<file path="config.mk">
export PLATFORM = sky130hd
export DESIGN_NAME = fifo_test_engine
export DESIGN_NICKNAME = d
export VERILOG_FILES = /design/src/rtl/fifo_test_pkg.sv /design/src/rtl/fifo_test_checker.sv /design/src/rtl/fifo_test_engine.sv
export SDC_FILE = /design/constraint.sdc
export NUM_CORES = 1
export LEC_CHECK = 0
export ABC_AREA = 1
export BUFFER_PORTS_ARGS = -buffer_cell sky130_fd_sc_hd__buf_4
export CORE_MARGIN = 1.5
export CORE_UTILIZATION = 34
export DETAILED_ROUTE_END_ITERATION = 7
export GPL_ROUTABILITY_DRIVEN = 1
export PLACE_DENSITY = 0.58
export SETUP_SLACK_MARGIN = 0.2
export SLEW_MARGIN = 20
export SYNTH_ARGS = -nofsm -noshare
export SYNTH_HDL_FRONTEND = slang
export SYNTH_HIERARCHICAL = 1
export SYNTH_SLANG_ARGS = --single-unit
</file>
<file path="constraint.sdc">
create_clock -name clock -period 3.6 [get_ports clock]
set_input_delay 0.54 -clock clock [delete_from_list [all_inputs] [get_ports clock]]
set_output_delay 0.54 -clock clock [all_outputs]
set_load 0.02 [all_outputs]
</file>
<file path="src/rtl/fifo_test_pkg.sv">
// Shared register map, control bit positions and generator state encoding
// for the FIFO test engine.
package fifo_test_pkg;

  localparam int REG_CONTROL = 0;
  localparam int REG_LENGTH  = 1;
  localparam int REG_SEED    = 2;

  localparam int CTRL_GEN_EN = 0;
  localparam int CTRL_CHK_EN = 1;
  localparam int CTRL_CLEAR  = 2;

  typedef enum logic [1:0] {
    GEN_IDLE = 2'd0,
    GEN_RUN  = 2'd1,
    GEN_DONE = 2'd2
  } gen_state_t;

  function automatic logic [12:0] reg_addr(input int base, input int offset);
    return 13'(base + offset);
  endfunction

endpackage

</file>
<file path="src/rtl/fifo_test_checker.sv">
// Checks the incrementing word stream coming back from the PC and counts
// mismatches, resynchronising to the received word after each error.
module fifo_test_checker
  import fifo_test_pkg::*;
#(
  parameter int ERR_WIDTH = 32
) (
  input  logic                 clock,
  input  logic                 rst_n,
  input  logic                 chk_en,
  input  logic                 clear,
  input  logic [63:0]          seed,
  input  logic [63:0]          fpc_data,
  input  logic                 fpc_valid,
  output logic                 fpc_read,
  output logic [ERR_WIDTH-1:0] error_count
);

  logic [63:0] expected;

  // fpc_read doubles as the delayed enable, so chk_en && !fpc_read marks the rise.
  always_ff @(posedge clock or negedge rst_n) begin
    if (!rst_n) begin
      fpc_read    <= 1'b0;
      expected    <= 64'd0;
      error_count <= '0;
    end else begin
      fpc_read <= chk_en;
      if (clear) begin
        error_count <= '0;
        expected    <= seed;
      end else if (chk_en && !fpc_read) begin
        expected <= seed;
      end else if (fpc_read && fpc_valid) begin
        if (fpc_data == expected) begin
          expected <= expected + 64'd1;
        end else begin
          if (error_count != '1) begin
            error_count <= error_count + ERR_WIDTH'(1);
          end
          expected <= fpc_data + 64'd1;
        end
      end
    end
  end

endmodule

</file>
<file path="src/rtl/fifo_test_engine.sv">
// FIFO loopback test engine: PIO register decode, an incrementing-word
// generator feeding the to-PC FIFO, and a checker on the from-PC FIFO.
module fifo_test_engine
  import fifo_test_pkg::*;
#(
  parameter int PIO_BASE  = 16,
  parameter int ERR_WIDTH = 32
) (
  input  logic                 clock,
  input  logic                 rst_n,
  input  logic                 pio_write_valid,
  input  logic [63:0]          pio_write_data,
  input  logic [12:0]          pio_address,
  output logic [63:0]          tpc_data,
  output logic                 tpc_write,
  input  logic                 tpc_ready,
  input  logic [63:0]          fpc_data,
  output logic                 fpc_read,
  input  logic                 fpc_valid,
  output logic [ERR_WIDTH-1:0] error_count,
  output logic                 gen_done
);

  logic        ctrl_hit, length_hit, seed_hit;
  logic        start, stop, clear, load, issue, finish;
  logic        gen_en, chk_en;
  logic [63:0] gen_length, seed, run_length, sent, next_word;
  gen_state_t  state, state_next;

  assign ctrl_hit   = pio_write_valid && (pio_address == reg_addr(PIO_BASE, REG_CONTROL));
  assign length_hit = pio_write_valid && (pio_address == reg_addr(PIO_BASE, REG_LENGTH));
  assign seed_hit   = pio_write_valid && (pio_address == reg_addr(PIO_BASE, REG_SEED));

  assign start = ctrl_hit && pio_write_data[CTRL_GEN_EN];
  assign stop  = ctrl_hit && !pio_write_data[CTRL_GEN_EN];
  assign clear = ctrl_hit && pio_write_data[CTRL_CLEAR];
  // Starting from RUN is ignored so an enable rewrite does not rewind the stream.
  assign load  = start && (state != GEN_RUN);

  always_ff @(posedge clock or negedge rst_n) begin
    if (!rst_n) begin
      gen_en     <= 1'b0;
      chk_en     <= 1'b0;
      gen_length <= 64'd0;
      seed       <= 64'd0;
    end else begin
      if (ctrl_hit) begin
        gen_en <= pio_write_data[CTRL_GEN_EN];
        chk_en <= pio_write_data[CTRL_CHK_EN];
      end
      if (length_hit) gen_length <= pio_write_data;
      if (seed_hit)   seed       <= pio_write_data;
    end
  end

  always_comb begin
    state_next = state;
    issue      = 1'b0;
    finish     = 1'b0;
    case (state)
      GEN_RUN: begin
        if (stop || !gen_en) begin
          state_next = GEN_IDLE;
        end else if (tpc_ready) begin
          issue = 1'b1;
          if ((run_length != 64'd0) && (sent + 64'd1 == run_length)) begin
            state_next = GEN_DONE;
            finish     = 1'b1;
          end
        end
      end
      default: begin
        if (start)     state_next = GEN_RUN;
        else if (stop) state_next = GEN_IDLE;
      end
    endcase
  end

  // Length and seed are sampled only at start, so rewrites during RUN wait for the next run.
  always_ff @(posedge clock or negedge rst_n) begin
    if (!rst_n) begin
      state      <= GEN_IDLE;
      tpc_write  <= 1'b0;
      tpc_data   <= 64'd0;
      next_word  <= 64'd0;
      sent       <= 64'd0;
      run_length <= 64'd0;
      gen_done   <= 1'b0;
    end else begin
      state     <= state_next;
      tpc_write <= issue;
      if (issue) begin
        tpc_data  <= next_word;
        next_word <= next_word + 64'd1;
        sent      <= sent + 64'd1;
      end
      if (load) begin
        next_word  <= seed;
        sent       <= 64'd0;
        run_length <= gen_length;
      end
      if (clear || load) gen_done <= 1'b0;
      else if (finish)   gen_done <= 1'b1;
    end
  end

  fifo_test_checker #(
    .ERR_WIDTH(ERR_WIDTH)
  ) u_checker (
    .clock      (clock),
    .rst_n      (rst_n),
    .chk_en     (chk_en),
    .clear      (clear),
    .seed       (seed),
    .fpc_data   (fpc_data),
    .fpc_valid  (fpc_valid),
    .fpc_read   (fpc_read),
    .error_count(error_count)
  );

endmodule
</file>
# Word level (Yosys, flattened, before mapping)

Index checks and enable logic that the tools add are counted.

Input port bits: 146
Logic and storage cells: 83
Bits in registers: 487

Equality and inequality tests: 12
Reductions and logical operators: 24
Muxes and demuxes: 28
Add/sub/neg operators: 5

Operators by type and width:

| operator              | count |
|---|---|
| $mux 64               | 8 |
| $add 64x1->64 const B | 4 |
| $mux 32               | 5 |
| $eq 64x64->1          | 2 |
| $reduce_bool 64->1    | 1 |
| $eq 13x5->1 const B   | 3 |
| $add 32x1->32 const B | 1 |
| $ne 32x32->1 const B  | 1 |
| $mux 2                | 6 |
| $logic_and 1x1->1     | 10 |
| $mux 1                | 9 |
| $reduce_bool 2->1     | 4 |
| $ne 3x3->1 const B    | 2 |
| $reduce_bool 3->1     | 2 |
| $ne 2x2->1 const B    | 2 |
| $reduce_and 4->1      | 1 |
| $logic_not 1->1       | 3 |
| $reduce_and 3->1      | 1 |
| $eq 2x1->1 const B    | 1 |
| $logic_or 1x1->1      | 2 |
| $ne 2x1->1 const B    | 1 |

# Logic depth before layout (Yosys ltp)

Gate-level depths: netlist of the first run.

Word-level depth: 9
Gate-level depth with buffers: 20

# Hierarchy

The synthesis of the first run kept the hierarchy.

Modules (own cells, without submodules):

| module            | seq. area each (um^2) | area an instance (um^2) | cells an instance | times used |
|---|---|---|---|---|
| fifo_test_engine  | 9759.4                | 20284.5                 | 2646              | 1 |
| fifo_test_checker | 2427.3                | 8521.9                  | 1484              | 1 |

# Worst setup path before layout of the first run

OpenSTA, ideal clock, no wires.

Kind: in2reg
From: input pio_address[3]
To: register u_checker.expected[56]
Slack: 1077 ps
Cell stages on the path: 15
Setup time: 121 ps
Data required time: 3479 ps
Data arrival time: 2402 ps
Cell sequence: or2_1 -> nor4_2 -> nand2_1 -> nor2_4 -> inv_1 -> nor2_1 -> inv_1 -> o21ai_2 -> inv_2 -> nand2_1 -> inv_1 -> buf_2 -> clkbuf_1 -> nand2_1 -> nand2_1

Longest elaborated chain between the ends: 4

Ends and longest elaborated chain:

| item                                                   | line                    | source |
|---|---|---|
| from (decl)                                            | fifo_test_engine.sv:13  | `input logic [12:0] pio_address,` |
| $eq 13x5->1 *                                          | fifo_test_engine.sv:30  | `assign ctrl_hit = pio_write_valid && (pio_address == reg_addr(PIO_BASE, REG_CONTROL));` |
| $logic_and 1x1->1 *                                    | fifo_test_engine.sv:30  |  |
| $logic_and 1x1->1 *                                    | fifo_test_engine.sv:36  | `assign clear = ctrl_hit && pio_write_data[CTRL_CLEAR];` |
| named net clear                                        | fifo_test_engine.sv:25  | `logic start, stop, clear, load, issue, finish;` |
| $reduce_bool 3->1 (no line) or $mux 64 (tied branches) | n/a                     |  |
| to (signal assigned)                                   | fifo_test_checker.sv:36 | `expected <= expected + 64'd1;` |
| to (signal assigned)                                   | fifo_test_checker.sv:41 | `expected <= fpc_data + 64'd1;` |
| to (decl)                                              | fifo_test_checker.sv:19 | `logic [63:0] expected;` |

Mark *: on every way through the listed nets, which the timed path passes. The rest lies on a longest branch.
A chain may end at the register's enable or synchronous reset.

# Worst setup path after layout of the first run

From: register sent[1]
To: register state[0]

Longest elaborated chain between the ends: 5

Ends and longest elaborated chain:

| item                       | line                   | source |
|---|---|---|
| from (decl)                | fifo_test_engine.sv:27 | `logic [63:0] gen_length, seed, run_length, sent, next_word;` |
| from (signal assigned)     | fifo_test_engine.sv:95 | `sent <= sent + 64'd1;` |
| $add 64x1->64              | fifo_test_engine.sv:66 | `if ((run_length != 64'd0) && (sent + 64'd1 == run_length)) begin` |
| $eq 64x64->1               | fifo_test_engine.sv:66 |  |
| $logic_and 1x1->1          | fifo_test_engine.sv:66 |  |
| $ne 3x3->1 (no line)       | n/a                    |  |
| $reduce_and 3->1 (no line) | n/a                    |  |
| to (signal assigned)       | fifo_test_engine.sv:90 | `state <= state_next;` |
| to (decl)                  | fifo_test_engine.sv:28 | `gen_state_t state, state_next;` |

Every way passes these cells.

==> results of run 1 <==
## worst paths after layout
kind                                          from                                end  slack [ns]  cells past startpoint
max in group asynchronous                    rst_n               seed[54]$_DFFE_PN0P_        2.07                      3
min in group asynchronous                    rst_n               sent[52]$_DFFE_PN0P_        0.58                      2
setup / recovery               sent[1]$_DFFE_PN0P_               state[0]$_DFFE_PN0P_        0.48                     16
setup reg to reg               sent[1]$_DFFE_PN0P_               state[0]$_DFFE_PN0P_        0.48                     16
hold reg to reg            tpc_data[0]$_DFFE_PN0P_            tpc_data[0]$_DFFE_PN0P_        0.48                      2
hold / removal                         fpc_data[0]  u_checker/expected[0]$_DFFE_PN0P_        0.19                      2
## routing by layer
layer / wire (um) / up-vias / track usage / share of wire
li1: - / 13600 / - / -
met1: 48800 / 13300 / 0.354 / 0.46
met2: 47900 / 1006 / 0.387 / 0.45
met3: 7230 / 166 / 0.0331 / 0.068
met4: 3120 / 0 / 0.0670 / 0.029
met5: 0 / - / 0 / 0
## logic make-up (layout without fill, tap and decap cells)
group,Yosys count,after routing,share of synthesized area
buf+inv,697,949,0.0939
flops,487,487,0.423
compound gates,552,552,0.109
fa+ha+maj,4,4,0.00174
other cells,0,2,0
simple gates,2275,2275,0.334
mux,5,5,0.00195
xor+xnor,110,110,0.0368
## registers in the layout, summed over array words and instances (netlist names), 2 cells and up
signal and count:
state 2, tpc_data 64, u_checker/error_count 32, seed 64
run_length 64, next_word 64, gen_length 64, sent 64
u_checker/expected 64
## power by group through the flow
| stage | sequential [W] | combinational, W | clock (W) |
|---|---|---|---|
| after detailed placement | 0.00561 | 0.000649 | 0 |
| after global routing | 0.00551 | 0.000726 | 0.00663 |
| final | 0.00551 | 0.000648 | 0.00629 |
| after global placement | 0.00561 | 0.000648 | 0 |
| after floorplan | 0.00561 | 0.000221 | 0 |
| after CTS | 0.00551 | 0.000653 | 0.00640 |
## per-stage QoR
step	hold slack (ns)	cells
detailed placement	0.448	5407
floorplan	0.244	4130
global placement	0.452	5407
finish	0.194	5518
global route	0.199	5517
CTS	0.171	5516
## synth_stat cells, drive strengths merged, types with 17 or more instances
master	instances	area, um2
buf	44	249
nand3	274	1390
nor2	504	2070
nand4	121	763
dfrtp	487	12200
o221ai	66	578
clkbuf	97	367
nand2	1286	4880
xor2	96	841
a21oi	102	518
nor3	58	300
o22ai	46	288
inv	554	2080
nor4	17	113
o21ai	323	1630
## area by class of cell
class                   instances  share of cell area
clock inverters                38              0.0135
clock buffers                  70              0.0461
inverters                     556              0.0616
diodes                          2            0.000147
repair buffers                285              0.0677
multi-input cells            2946               0.411
flip-flops and latches        487               0.359
well taps                    1134              0.0417
## critical path, cell delays in order (launching register included)
cell	delay [ns]
dfrtp_1	0.41
ha_1	0.23
nand2_2	0.12
nor2_8	0.16
nand3_1	0.20
nor2_1	0.39
nand2_1	0.14
nand3_1	0.12
nand4_1	0.09
nor2_1	0.16
nand2_1	0.08
nor2_1	0.23
nand2_1	0.11
nor2_2	0.27
nand3_2	0.14
nand3_1	0.09
nand2_1	0.05
==> flow_summary.json, run 1 <==
{
  "run_status": "complete, no violations",
  "core_area_mm2": 0.0838,
  "p_clk_frac": 0.505,
  "start_util": 0.344,
  "placed_cell_area_mm2": 0.0319,
  "cp_data_arrival_time_ns": 3.62,
  "power.internal_w": 0.00940,
  "port-buffer-count": 244,
  "setup_viol": 0,
  "power_switching_w": 0.00305,
  "holdBufCountCts": 1,
  "hp-class": "input port to flop",
  "p_sw_frac": 0.245,
  "post_cts_resized": 0,
  "routedWlPerCell_um": 19.4,
  "synth_seq_cells": 487,
  "area_growth_pct": 18.0,
  "overflow": 0,
  "slew_violations": 0,
  "fin_crit_sh": 0.867,
  "first_pass_iters": 7,
  "syn_avg_cell_area_um2": 6.97,
  "synth_edf_count": 0,
  "fmax_ghz": 0.320,
  "synth.distinct_cells": 51,
  "synth-main-ff-cell": "dfrtp_1",
  "setup_tns_ns": 0,
  "io_pins": 245,
  "syn-num-nets": 4280,
  "ys_seq_area_frac": 0.423,
  "antenna_left": 0,
  "power_frac_comb": 0.052,
  "rows": 106,
  "antenna_found_initial": 3,
  "grt_max_degree": 160,
  "clkLatencyLatePin_ns": 0.64,
  "grt_usage": 0.247,
  "syn_inst": 4130,
  "die_width_um": 294,
  "clock_path_buffers": 3,
  "drc": 0,
  "cts_tree": "built",
  "hold_viol": 0,
  "drive_gt1_frac": 0.109,
  "worstSetupPathType": "flop to flop",
  "p_leak_nw": 17.9,
  "fin_ws_ns": 0.477,
  "cts_buffers": 57,
  "nNetsFinal": 4483,
  "fin_worst_skew_ns": 0.0331,
  "grt_setup_unrepaired": "false",
  "final_cell_mix": "nand2_1, inv_1, dfrtp_1",
  "routabilityCongestion": 0.982,
  "clk_pin_slew_ns": 0.06,
  "cp.required_ns": 4.10,
  "num_vias": 28100,
  "avgViaCountPerCell": 5.10,
  "drv_cap": 0,
  "cp-start-kind": "flop",
  "tightest_slew_ns": 1.10,
  "worstSetupEndpointType": "flop",
  "power_density_mw_per_mm2": 366,
  "crit_path_max_fanout": 5,
  "grt_pass1_vias": 26800,
  "multi_input_area_mm2": 0.0140,
  "cts_setup_buffers": 0,
  "finalInstanceArea_mm2": 0.0340,
  "peakVddDrop_v": 0.000366,
  "cts.sinks": 487,
  "p_total_w": 0.0124,
  "die_area_mm2": 0.0865,
  "fin_util": 0.405,
  "die_height_um": 294,
  "hpwlAfterDp_um": 81600,
  "grt_pass1_wl_um": 164000,
  "drt_iter0_drc": 2694,
  "fin_crit_ns": 3.12,
  "final_common_cell": "nand2_1",
  "cts-htree-levels": 2,
  "power_frac_seq": 0.443,
  "fillCellCount": 8911,
  "yosysWarnings": 6,
  "place_ws_ns": 0.320,
  "slew_headroom": 0.266,
  "async_flop_share": 1.00,
  "syn_area_mm2": 0.0288,
  "routed_wl_um": 107000,
  "seqCellArea_mm2": 0.0122,
  "cts-root-buf": "clkbuf_16"
}
(Power assumes the default switching activity.)
==> run 2: changes to the inputs <==
- clock period: 3.6 -> 3.05 ns (I/O delays scaled with it)
==> flow_summary.json, run 2 (same netlist as run 1, synthesis figures left out) <==
{
  "run_status": "complete, no violations",
  "core_area_mm2": 0.0838,
  "clkLatencyLatePin_ns": 0.63,
  "placed_cell_area_mm2": 0.0324,
  "drive_gt1_frac": 0.132,
  "grt_pass1_wl_um": 165000,
  "hold_end": "u_checker/expected[0]$_DFFE_PN0P_",
  "crit_start": "sent[1]$_DFFE_PN0P_",
  "rr_endpoint": "state[0]$_DFFE_PN0P_",
  "fmax_ghz": 0.360,
  "grt_max_degree": 160,
  "clock_path_buffers": 3,
  "die_width_um": 294,
  "drt_iter0_drc": 2753,
  "antenna_found_initial": 4,
  "cts_tree": "built",
  "avgViaCountPerCell": 5.14,
  "drc": 0,
  "worstSetupEndpointType": "flop",
  "hold_viol": 0,
  "start_util": 0.344,
  "finalInstanceArea_mm2": 0.0348,
  "min_path_cells": 2,
  "peakVddDrop_v": 0.000430,
  "cts-htree-levels": 2,
  "die_height_um": 294,
  "power_frac_comb": 0.053,
  "setup_tns_ns": 0,
  "r2r_slack_ns": 0.27,
  "first_pass_iters": 6,
  "grt_pass1_vias": 26900,
  "tightest_slew_ns": 0.972,
  "dp.cells": 5461,
  "port-buffer-count": 244,
  "hp-class": "input port to flop",
  "cts-root-buf": "clkbuf_16",
  "power_density_mw_per_mm2": 424,
  "cp-start-kind": "flop",
  "p_clk_frac": 0.506,
  "area_growth_pct": 20.8,
  "num_vias": 28700,
  "holdWs_ns": 0.123,
  "p_sw_frac": 0.241,
  "routedWlPerCell_um": 19.6,
  "reg2reg_from": "sent[1]$_DFFE_PN0P_",
  "cp_data_arrival_time_ns": 3.29,
  "antenna_left": 0,
  "routed_wl_um": 109000,
  "clk_pin_slew_ns": 0.06,
  "hpwlAfterDp_um": 83000,
  "cp.required_ns": 3.56,
  "overflow": 0,
  "fin_worst_skew_ns": 0.0252,
  "crit_path_max_fanout": 5,
  "power_switching_w": 0.00355,
  "cts_buffers": 56,
  "final_cell_mix": "nand2_1, inv_1, dfrtp_1",
  "routabilityCongestion": 0.970,
  "grt_usage": 0.248,
  "slew_violations": 0,
  "p_leak_nw": 18.3,
  "power.internal_w": 0.0112,
  "io_pins": 245,
  "fin_util": 0.415,
  "drv_cap": 0,
  "worstSetupPathType": "flop to flop",
  "hp-start": "fpc_data[0]",
  "setup_viol": 0,
  "slew_headroom": 0.352,
  "power_frac_seq": 0.441,
  "final_common_cell": "nand2_1",
  "grt_setup_unrepaired": "true",
  "die_area_mm2": 0.0865,
  "fin_crit_ns": 2.78,
  "rows": 106,
  "cts.sinks": 487,
  "fin_crit_sh": 0.912,
  "nNetsFinal": 4549,
  "stdcell_count": 5581,
  "rr_worst_depth": 15
}
## run 2: cell types whose count changed in the layout (fill, tap and decap cells not counted), sizes merged
| cell | previous run | this run |
|---|---|---|
| buf | 284 | 350 |
| clkbuf | 70 | 76 |
| clkinv | 18 | 12 |
| clkinvlp | 8 | 6 |
| diode | 2 | 1 |
| inv | 560 | 559 |
| nor2 | 504 | 505 |
## run 2: how the worst max path moves through the flow
stage,to,slack [ns]
detailed placement,next_word[27]$_DFFE_PN0P_,0.15
floorplan,u_checker/expected[56]$_DFFE_PN0P_,0.61
global route,state[0]$_DFFE_PN0P_,0.16
global placement,next_word[27]$_DFFE_PN0P_,0.20
finish,state[0]$_DFFE_PN0P_,0.27
CTS,state[0]$_DFFE_PN0P_,0.20
## run 2: power groups by stage
stage                     Sequential (W)  Clock [W]  Combinational, W
after floorplan                  0.00662          0          0.000260
after detailed placement         0.00662          0          0.000777
after global placement           0.00663          0          0.000776
after CTS                        0.00651    0.00761          0.000781
after global routing             0.00651    0.00785          0.000866
final                            0.00651    0.00747          0.000780
## run 2: per-stage QoR
| stage | total power (W) | setup slack [ns] |
|---|---|---|
| finish | 0.0148 | 0.269 |
| global route | 0.0152 | 0.159 |
| CTS | 0.0149 | 0.202 |
| detailed placement | 0.00740 | 0.150 |
| global placement | 0.00740 | 0.201 |
| floorplan | 0.00688 | 0.610 |
## run 2: repair_timing
item | 4_1_cts | 5_1_grt
hold buffers | 1 | 0
pin swaps | 0 | 19
gates cloned | 0 | 1
setup endpoints to repair | 1 | 6
resized for setup | 2 | 71
endpoints found under the hold margin | 52 | 0
buffers inserted | 0 | 12
## run 2: cell type report
class                   instances  area, um2
repair buffers                351       2880
fillers                      8965      49000
diodes                          1       2.50
well taps                    1134       1420
multi-input cells            2947      14200
clock buffers                  76       1640
flip-flops and latches        487      12200
clock inverters                29        402
inverters                     556       2100
## run 2: worst max-delay path: stages (launching register included)
cell     delay [ns]
dfrtp_1        0.39
ha_4           0.18
nand2_4        0.07
nor2_8         0.17
nand2_4        0.10
nor2_2         0.30
buf_4          0.19
nand3_1        0.16
xor2_1         0.29
xor2_1         0.17
nand4_1        0.15
nor2_2         0.14
buf_4          0.14
nand3_4        0.08
nand3_2        0.06
nand2_1        0.04
## run 2: per-layer routing
layer  GRT usage  vias to the layer above  share of wire
met1       0.355                    13700           0.45
li1            -                    13800              -
met5           0                        -        0.00012
met4      0.0642                        2          0.024
met3      0.0267                      141          0.066
met2       0.399                     1031           0.46
